===== src/rtl/coin_validator.sv =====
// -----------------------------------------------------------------------------
// coin_validator
//
// Measures how long a coin blocks the coin-path sensor and classifies it:
//   - 5-unit coin when the width is in [MIN5, MIN5..MAX5]
//   - 10-unit coin when the width is in [MIN10..MAX10]
//   - anything else, or any coin that arrives while inhibit is high, is
//     rejected
// A sensor that stays high for 255 cycles is reported as a jam. After every
// coin event the block locks out for GAP cycles.
//
// Parameters:
//   MIN5, MAX5   inclusive width range of a 5-unit coin (clk cycles)
//   MIN10, MAX10 inclusive width range of a 10-unit coin (clk cycles)
//   GAP          lockout cycles after each coin event (>= 1)
//   Supported values: 1 <= MIN5 <= MAX5 < MIN10 <= MAX10 < 255
//
// Ports:
//   clk        in   clock; all state changes on the rising edge
//   rst        in   asynchronous active-high reset
//   coin_sense in   raw asynchronous sensor, high while a coin passes
//   inhibit    in   synchronous; high = refuse coins (downstream busy)
//   in_code    out  [1:0] 00 none, 01 5-unit, 10 10-unit (one cycle)
//   reject     out  one-cycle pulse, coin returned
//   jam        out  level, sensor stuck high
//   busy       out  high whenever the FSM is not idle
//   cnt5       out  [7:0] saturating count of 5-unit coins  (COIN_AUDIT_EN)
//   cnt10      out  [7:0] saturating count of 10-unit coins (COIN_AUDIT_EN)
//
// Build option: define COIN_AUDIT_EN to add the cnt5/cnt10 audit counters.
//
// All outputs are registered. They are computed from the next state, so each
// one is valid in the same cycle as the state it describes (e.g. in_code is
// nonzero exactly while the FSM is in RESULT).
// -----------------------------------------------------------------------------
module coin_validator #(
  parameter int MIN5  = 4,
  parameter int MAX5  = 8,
  parameter int MIN10 = 12,
  parameter int MAX10 = 20,
  parameter int GAP   = 4
) (
  input  logic       clk,
  input  logic       rst,
  input  logic       coin_sense,
  input  logic       inhibit,
  output logic [1:0] in_code,
  output logic       reject,
  output logic       jam,
  output logic       busy
`ifdef COIN_AUDIT_EN
  ,
  output logic [7:0] cnt5,
  output logic [7:0] cnt10
`endif
);

  localparam int GW = (GAP > 1) ? $clog2(GAP) : 1;

  localparam logic [7:0]    MIN5_W   = 8'(MIN5);
  localparam logic [7:0]    MAX5_W   = 8'(MAX5);
  localparam logic [7:0]    MIN10_W  = 8'(MIN10);
  localparam logic [7:0]    MAX10_W  = 8'(MAX10);
  localparam logic [GW-1:0] GAP_LOAD = GW'(GAP - 1);

  typedef enum logic [2:0] {
    ST_IDLE,
    ST_MEASURE,
    ST_RESULT,
    ST_GAP,
    ST_JAM
  } state_t;

  state_t        state_reg, state_next;
  logic [7:0]    width_reg, width_next;
  logic [GW-1:0] gap_reg, gap_next;
  logic [1:0]    sync_reg;
  logic          s_sense;
  logic [1:0]    code_next;
  logic          reject_next;

  // Two-flop synchronizer; only the second stage is used anywhere else.
  always_ff @(posedge clk or posedge rst) begin
    if (rst) begin
      sync_reg <= 2'b00;
    end else begin
      sync_reg <= {sync_reg[0], coin_sense};
    end
  end

  assign s_sense = sync_reg[1];

  always_ff @(posedge clk or posedge rst) begin
    if (rst) begin
      state_reg <= ST_IDLE;
      width_reg <= 8'd0;
      gap_reg   <= '0;
      in_code   <= 2'b00;
      reject    <= 1'b0;
      jam       <= 1'b0;
      busy      <= 1'b0;
    end else begin
      state_reg <= state_next;
      width_reg <= width_next;
      gap_reg   <= gap_next;
      in_code   <= code_next;
      reject    <= reject_next;
      jam       <= (state_next == ST_JAM);
      busy      <= (state_next != ST_IDLE);
    end
  end

  always_comb begin
    state_next  = state_reg;
    width_next  = width_reg;
    gap_next    = gap_reg;
    code_next   = 2'b00;
    reject_next = 1'b0;

    case (state_reg)
      ST_IDLE: begin
        if (s_sense) begin
          state_next = ST_MEASURE;
          width_next = 8'd1;
        end
      end

      ST_MEASURE: begin
        if (s_sense) begin
          width_next = width_reg + 8'd1;
          // The edge that brings the width to 255 while still covered is a jam.
          if (width_reg == 8'd254) begin
            state_next = ST_JAM;
          end
        end else begin
          state_next = ST_RESULT;
          width_next = 8'd0;
          if (inhibit) begin
            reject_next = 1'b1;
          end else if ((width_reg >= MIN5_W) && (width_reg <= MAX5_W)) begin
            code_next = 2'b01;
          end else if ((width_reg >= MIN10_W) && (width_reg <= MAX10_W)) begin
            code_next = 2'b10;
          end else begin
            reject_next = 1'b1;
          end
        end
      end

      ST_RESULT: begin
        state_next = ST_GAP;
        gap_next   = GAP_LOAD;
      end

      // The sensor is deliberately ignored here; a coin still present when
      // the lockout ends is picked up again from IDLE.
      ST_GAP: begin
        if (gap_reg == '0) begin
          state_next = ST_IDLE;
        end else begin
          gap_next = gap_reg - 1'b1;
        end
      end

      ST_JAM: begin
        if (!s_sense) begin
          state_next  = ST_GAP;
          gap_next    = GAP_LOAD;
          width_next  = 8'd0;
          reject_next = 1'b1;
        end
      end

      default: begin
        state_next = ST_IDLE;
        width_next = 8'd0;
      end
    endcase
  end

`ifdef COIN_AUDIT_EN
  // code_next is nonzero only on the transition into RESULT, so each
  // accepted coin is counted exactly once.
  always_ff @(posedge clk or posedge rst) begin
    if (rst) begin
      cnt5  <= 8'd0;
      cnt10 <= 8'd0;
    end else begin
      if ((code_next == 2'b01) && (cnt5 != 8'hFF)) begin
        cnt5 <= cnt5 + 8'd1;
      end
      if ((code_next == 2'b10) && (cnt10 != 8'hFF)) begin
        cnt10 <= cnt10 + 8'd1;
      end
    end
  end
`endif

endmodule


===== config.mk =====
export PLATFORM = sky130hd
export DESIGN_NAME = coin_validator
export DESIGN_NICKNAME = d
export VERILOG_FILES = /design/src/rtl/coin_validator.sv
export SDC_FILE = /design/constraint.sdc
export NUM_CORES = 1
export LEC_CHECK = 0
export ABC_AREA = 1
export CAP_MARGIN = 30
export CORE_MARGIN = 3
export CORE_UTILIZATION = 38
export CTS_BUF_LIST = sky130_fd_sc_hd__clkbuf_4 sky130_fd_sc_hd__clkbuf_8
export DETAILED_ROUTE_END_ITERATION = 6
export DONT_BUFFER_PORTS = 1
export SYNTH_ARGS = -nofsm -noshare
export SYNTH_HDL_FRONTEND = slang
export SYNTH_SLANG_ARGS = --single-unit

===== constraint.sdc =====
create_clock -name clk -period 2.3 [get_ports clk]
set_input_delay 0.23 -clock clk [delete_from_list [all_inputs] [get_ports clk]]
set_output_delay 0.23 -clock clk [all_outputs]
set_load 0.02 [all_outputs]

# Word-level counts from Yosys, hierarchy flattened
# Cells that the tools add are included.
# word_totals
wordCells	57
regBits	20
in_bits	4
# classes
n_addsub	2
reduce_logical	9
bitwise	1
n_eq_ne	9
n_mux	24
magnitude_cmp	4
# op_table
cell	n
8-bit one-hot mux with 4 select lines	1
8-bit two-way mux	3
3-bit two-way mux	5
3-bit one-hot mux with 5 select lines	1
2-bit two-way mux	7
8-bit by 1-bit adder with 8-bit output, second input constant	1
8-bit == test, second input constant	1
8-bit by 3-bit greater-or-equal comparator with 1-bit output, second input constant	1
8-bit by 4-bit greater-or-equal comparator with 1-bit output, second input constant	1
8-bit by 4-bit <= comparator with 1-bit output, second input constant	1
8-bit by 5-bit <= comparator with 1-bit output, second input constant	1
3-bit by 2-bit == test with 1-bit output, second input constant	2
3-bit == test, second input constant	2
2-bit inequality test, second input constant	3
2-bit one-hot mux with 3 select lines	1
3-bit AND reduction	2
3-bit nonzero test	2
1-bit two-way mux	5
3-bit by 1-bit == test with 1-bit output, second input constant	1
3-bit zero test	1
1-bit logical AND	2
2-bit zero test	1
1-bit one-hot mux with 2 select lines	1
2-bit OR reduction	1
other kinds (2)	2

# Logic depth before layout (Yosys ltp)
# Gate-level depths: netlist (run 1).
# logic_depth
ltp_word	7
mapped_depth	11

# Least setup slack after synthesis (run 1)
# OpenSTA, ideal clock, no wires.
# synth_timing
kind	register -> register
startpoint	reg width_reg[0]
endpoint	reg busy
required_time_ps	2171
setup_time_ps	129
stages_incl_launch_ff	10
synth_period_minus_slack_ps	1181
arrival_time_ps	1051
path_buffers	0
slack_ps	1119
path_cell_list	dfrtp_1 > inv_1 > ha_1 > nand2_1 > nor2_1 > nand2_1 > nand2_1 > nand2_1 > nor2_2 > nand3_1
# synth_via
elab_chain_cells	5
# synth_rtl
item	line	source
start, declared	75	logic [7:0] width_reg, width_next;
start signal, assigned	104	width_reg <= width_next;
8-bit == test	132	if (width_reg == 8'd254) begin
3-bit two-way mux	132	
3-bit two-way mux	129	if (s_sense) begin
3-bit one-hot mux with 5 select lines	120	case (state_reg)
3-bit nonzero test	109	busy <= (state_next != ST_IDLE);
end signal, assigned	109	
end, declared	50	output logic busy
# Every way passes these cells.
# A chain may end at the register's enable or synchronous reset.

# Worst setup path in the final report (run 1)
# layout_timing
startpoint	reg sync_reg[1]
endpoint	reg busy
# layout_via
elab_chain_cells	3
word_cells_on_any_way	5
# layout_rtl
item	line	source
start, declared	77	logic [1:0] sync_reg;
start signal, assigned	87	sync_reg <= {sync_reg[0], coin_sense};
3-bit two-way mux (on tied branches)	166, 122, 129	
3-bit one-hot mux with 5 select lines (*)	120	
3-bit nonzero test (*)	109	
# Mark *: on every way between the ends. The rest lies on a longest branch, timed or not.

==> impl_metrics.ini, run 1 <==
[timing]
slew_violations = 0
fin_crit_ps = 1430
rsz0062_at_grt = no
fmax_mhz = 701
slew-limit-headroom_pct = 49.3
fin_crit_sh_pct = 62.0
fin_tns_setup_ps = 0
fin_skew_ps = 6.99
max_slew.worst_pin.slew_ps = 759
setup_violations = 0
hold_violations = 0

[critical_path]
cp.arrival_ps = 1600
cp-end-kind = flop
crit_chain = inv_1 > nand3_1 > nand2_1 > inv_1 > nand2_1 > nor2_2 > nand3_1
crit_type = flop to flop
path_max_fanout = 11
worst_ep_required_time_ps = 2470
worstReg2RegStart = sync_reg[1]
start_kind = flop
path_buf_inv = 2
reg2reg_slack_ps = 870
r2r_end = busy
crit_path_top_delay_cell = dfrtp_1
path_delay_family = flip-flops
worst_r2r_path_depth = 7
slowest_delay_ps = 600

[run_status]
status = finished clean

[routing]
avgRoutedWirePerCell_um = 11.1
dr.pass1.iters = 4
routed_wl_um = 1980
num_vias = 871
drt_iter0_drc = 18
ant_nets = 0
vias_per_cell = 4.89
drc_errors = 0

[final_layout]
n_antenna_cell = 0
layout-drive-gt1-share_pct = 10.8
syn_to_final_growth_pct = 6.36
largest_reg_flops = 8
nNetsFinal = 158
final-instance-count-excl-fill = 178
layout_commonest_cell = nand2_1
layout.cells.most_common_list = 40 x nand2_1, 24 x inv_1, 20 x dfrtp_1, 11 x nand3_1, 10 x nor2_1

[placed_design]
dp_cells = 173
gp_congestion = 0.867
hpwl_um = 1490
io_buffers = 0

[power]
ir_drop_uv = 751
p_per_area_mw_per_mm2 = 853
leakage_nw = 0.641

[cts]
cts_root_buffer = clkbuf_4
clk_latency_ps = 290
cts_buffers = 3
path_clk_slew_ps = 100
cts_max_level = 1
clock-sinks = 20
tritoncts = done
cts_resized = 0
clk_path_buf_depth = 2

[global_route]
antenna_found_initial = 0
grt_overflow = 0
grt_use_total_pct = 12.6
grt_pass1_wl_um = 3390
first_global_vias = 772
grt_start_max_net_pins = 21

[worst_hold_path]
whs_path_depth = 3
hp-start = inhibit
whs_endpoint = in_code[0]
min_path_type = primary input to flop

[die]
dieArea_mm2 = 0.00358
initial_core_util_pct = 42.2
die_x_um = 59.9
core_area_mm2 = 0.00261
pin_count = 9
rows = 18
die-height_um = 59.9

[synthesis]
syn_nets = 153
netlist_instances = 145
synth-seq-cells = 20
ys_seq_area_share_pct = 45.4
synth_warnings = 0
synthDistinctLibCells = 21
syn-cell-area_mm2 = 0.00110
avgSynthCellArea_um2 = 7.60

[run]
drv_cap = 0
-- per-stage QoR --
step	instance area, um^2	hold slack (ps)	utilization [%]	setup WS, ps	total power, mW
5_1_grt	1170	119	44.9	752	1.10
6_report	1170	125	44.9	874	1.00
3_5_place_dp	1130	261	43.2	901	0.851
3_3_place_gp	1130	261	43.2	906	0.844
4_1_cts	1170	114	44.9	879	1.02
2_1_floorplan	1100	194	-	1120	0.771
-- final cells by class --
class                   instances  area (um^2)
fillers                       272         1440
flip-flops and latches         20          500
multi-input cells              96          490
inverters                      27          101
well taps                      30         37.5
clock buffers                   3         22.5
repair buffers                  2         20.0
-- cells by family (layout without fill, tap and decap cells) --
family                     Yosys count  after routing  synth area share [%]
and+or+nand+nor                     78             78                  32.7
DFF                                 20             20                  45.4
buffers and inverters               29             32                  10.1
xor gates and xnor gates             1              1                 0.795
adders and majority gates            4              4                  4.54
AOI/OAI and AO/OA                   13             13                  6.47
-- how the worst max path moves through the flow --
stage	slack, ps	cells past startpoint	to	from
global placement	910	7	busy	sync_reg[1]
detailed placement	900	7	busy	sync_reg[1]
CTS	880	7	busy	sync_reg[1]
floorplan	1120	9	busy	width_reg[0]
global route	750	7	busy	sync_reg[1]
finish	870	7	busy	sync_reg[1]
-- Yosys cell counts --
master | n | area (um^2)
a21oi_1 | 1 | 5.00
ha_1 | 4 | 50.1
xor2_1 | 1 | 8.76
nor2_4 | 1 | 11.3
o21ai_2 | 1 | 8.76
nand2_1 | 40 | 150
nand2_2 | 2 | 12.5
nand3_1 | 11 | 55.1
o21bai_1 | 1 | 7.51
nand3b_1 | 1 | 7.51
nor3_1 | 1 | 5.00
nand4_1 | 6 | 37.5
buf_2 | 2 | 10.0
nor3b_2 | 1 | 12.5
o21ai_1 | 6 | 30.0
o21ai_0 | 4 | 20.0
inv_1 | 24 | 90.1
dfrtp_1 | 20 | 500
inv_2 | 3 | 11.3
nor2_1 | 10 | 37.5
nor2_2 | 5 | 31.3
-- report_power, final --
| group | switching [mW] | internal [mW] |
|---|---|---|
| Combinational | 0.233 | 0.121 |
| Sequential | 0.0721 | 0.417 |
| Clock | 0.0963 | 0.0609 |
-- metal layers --
layer / GRT usage (%) / vias up / routed length [um]
met5: 0 / - / 0
met4: 1.90 / 0 / 10
met3: 4.54 / 2 / 73
met2: 17.6 / 11 / 826
met1: 18.8 / 397 / 1070
li1: - / 461 / -
-- worst register-to-register path, stage by stage (launching register included) --
cell	delay [ps]
dfrtp_1	600
inv_1	130
nand3_1	140
nand2_1	140
inv_1	90
nand2_1	60
nor2_2	90
nand3_1	70
-- timing repair --
| item | 4_1_cts | 5_1_grt |
|---|---|---|
| setup buffers | 0 | 0 |
| setup endpoints to repair | 0 | 0 |
| endpoints found under the hold margin | 21 | 0 |
| hold buffers | 2 | 0 |
Note: power is estimated with default switching activity, not from simulation.
==> run 2: changes to the inputs <==
==> constraint.sdc (replaced) <==
create_clock -name clk -period 1.3 [get_ports clk]
set_input_delay 0.13 -clock clk [delete_from_list [all_inputs] [get_ports clk]]
set_output_delay 0.13 -clock clk [all_outputs]
set_load 0.02 [all_outputs]
==> run 2 against run 1 <==
Compared with the run above: critical path depth grew 2; critical endpoint unchanged; global-route usage grew 1.1 points; critical path type unchanged; register-to-register slack got worse by 800 ps; first-iteration DRC count is 50% higher; via count is 3.1% higher; largest power group unchanged; non-clock buffer count up 9; flip-flop and latch count is the same; core utilization up 3.5 points; routed wire length up 7.3%; worst hold slack got worse by 97 ps; highest routed layer unchanged; clock power is 75% higher.
==> impl_metrics.ini, run 2 (same netlist as run 1, synthesis figures left out) <==
[cts]
clk_path_buf_depth = 2
clock-sinks = 20
cts_root_buffer = clkbuf_4
clk_latency_ps = 290
cts_buffers = 3
path_clk_slew_ps = 100
cts_max_level = 1
tritoncts = done

[timing]
fin_crit_ps = 1230
hold_violations = 0
max_slew.worst_pin.slew_ps = 256
fin_tns_setup_ps = 0
rsz0062_at_grt = yes
fin_skew_ps = 9.13
setup_violations = 0
fmax_mhz = 816
slew-limit-headroom_pct = 83.0
fin_crit_sh_pct = 94.3
slew_violations = 0

[die]
core_area_mm2 = 0.00261
dieArea_mm2 = 0.00358
initial_core_util_pct = 42.2
die_x_um = 59.9
die-height_um = 59.9
rows = 18
pin_count = 9

[worst_hold_path]
whs_endpoint = in_code[0]
whs_path_depth = 3
min_path_type = primary input to flop
hp-start = inhibit

[final_layout]
largest_reg_flops = 8
layout-drive-gt1-share_pct = 21.0
fillers = 268
finalInstanceArea_mm2 = 0.00126
layout_commonest_cell = nand2_1
syn_to_final_growth_pct = 14.8
regArea_um2 = 503
layout.cells.most_common_list = 38 x nand2_1, 22 x inv_1, 18 x dfrtp_1, 11 x nand3_1
n_antenna_cell = 0
nNetsFinal = 167
multi_input_area_um2 = 513

[critical_path]
path_max_fanout = 6
r2r_end = busy
worst_ep_required_time_ps = 1470
cp-end-kind = flop
start_kind = flop
worst_r2r_path_depth = 9
reg2reg_slack_ps = 70
cp.arrival_ps = 1400
crit_type = flop to flop
worstReg2RegStart = gap_reg[0]

[placed_design]
gp_congestion = 0.856
io_buffers = 0
hpwl_um = 1570
placed_cell_area_mm2 = 0.00117

[global_route]
grt_overflow = 0
grt_pass1_wl_um = 3770
first_global_vias = 847
grt_use_total_pct = 13.7
antenna_found_initial = 0
grt_start_max_net_pins = 21

[routing]
vias_per_cell = 4.80
routed_wl_um = 2130
drc_errors = 0
avgRoutedWirePerCell_um = 11.4
ant_nets = 0
drt_iter0_drc = 27
num_vias = 898
dr.pass1.iters = 4

[power]
p_total_mw = 1.96
ir_drop_uv = 1200
p_per_area_mw_per_mm2 = 1550
leakage_nw = 0.683

[run_status]
status = finished clean

[run]
drv_cap = 0
==> run 2: changes by cell type in the layout (fill, tap and decap cells not counted) <==
| cell | before | now |
|---|---|---|
| ha_1 | 4 | 3 |
| nand2_2 | 2 | 4 |
| nor2_1 | 10 | 9 |
| nand2_1 | 40 | 38 |
| o21ai_2 | 1 | 0 |
| inv_1 | 24 | 22 |
| ha_2 | 0 | 1 |
| inv_2 | 3 | 5 |
| o21ai_4 | 0 | 1 |
| dfrtp_2 | 0 | 2 |
| buf_4 | 0 | 9 |
| dfrtp_1 | 20 | 18 |
| nor2_4 | 1 | 2 |
==> run 2: metrics by stage <==
step / setup WS (ps) / instances / util (%) / hold WS [ps]
2_1_floorplan: 119 / 145 / - / 93.8
5_1_grt: -54.0 / 187 / 48.4 / 39.6
3_3_place_gp: 65.4 / 179 / 45.0 / 60.2
4_1_cts: 17.1 / 184 / 46.6 / 18.2
6_report: 74.7 / 187 / 48.4 / 27.6
3_5_place_dp: 50.3 / 179 / 45.0 / 70.2
==> run 2: final cells by class <==
cell class,count,area share [%]
Sequential cell,20,39.8
Tap cell,30,2.97
Multi-Input combinational cell,96,40.6
Clock buffer,3,1.78
Inverter,27,8.01
Timing Repair Buffer,11,6.92
==> run 2: worst max-delay path by stage <==
stage,startpoint,end,slack (ps),cells past startpoint
after floorplan,width_reg[0],busy,120,9
after global placement,width_reg[0],busy,70,9
after detailed placement,gap_reg[0],busy,50,9
after CTS,gap_reg[0],busy,20,9
after global routing,width_reg[1],reject,-50,11
final,gap_reg[0],busy,70,9
==> run 2: worst max-delay path, stage by stage (launching register included) <==
cell and delay [ps]:
dfrtp_1 390, inv_2 60, ha_1 140, nand2_1 50, nand3_1 80, nand2_2 90
inv_1 70, nand2_1 60, nor2_2 90, nand3_1 70
==> run 2: per-layer routing <==
| layer | vias to the layer above | routed length, um | track usage [%] | share of wire, % |
|---|---|---|---|---|
| met5 | - | 0 | 0 | 0 |
| met1 | 401 | 1100 | 20.9 | 51 |
| met2 | 14 | 915 | 19.8 | 43 |
| met4 | 0 | 27 | 0.949 | 1.3 |
| li1 | 479 | - | - | - |
| met3 | 4 | 88 | 4.10 | 4.1 |
==> run 2: where the power goes <==
part	internal (mW)	total, mW	switching (mW)
combinational	0.337	0.817	0.480
clock	0.108	0.275	0.167
sequential	0.742	0.869	0.127
total	1.19	1.96	0.774
==> run 2: what timing repair did <==
action / CTS / global route
endpoints found under the hold margin: 21 / 0
hold buffers: 2 / 0
endpoints found under the setup margin: 0 / 11
resized for setup: 0 / 10
buffers inserted: 0 / 3
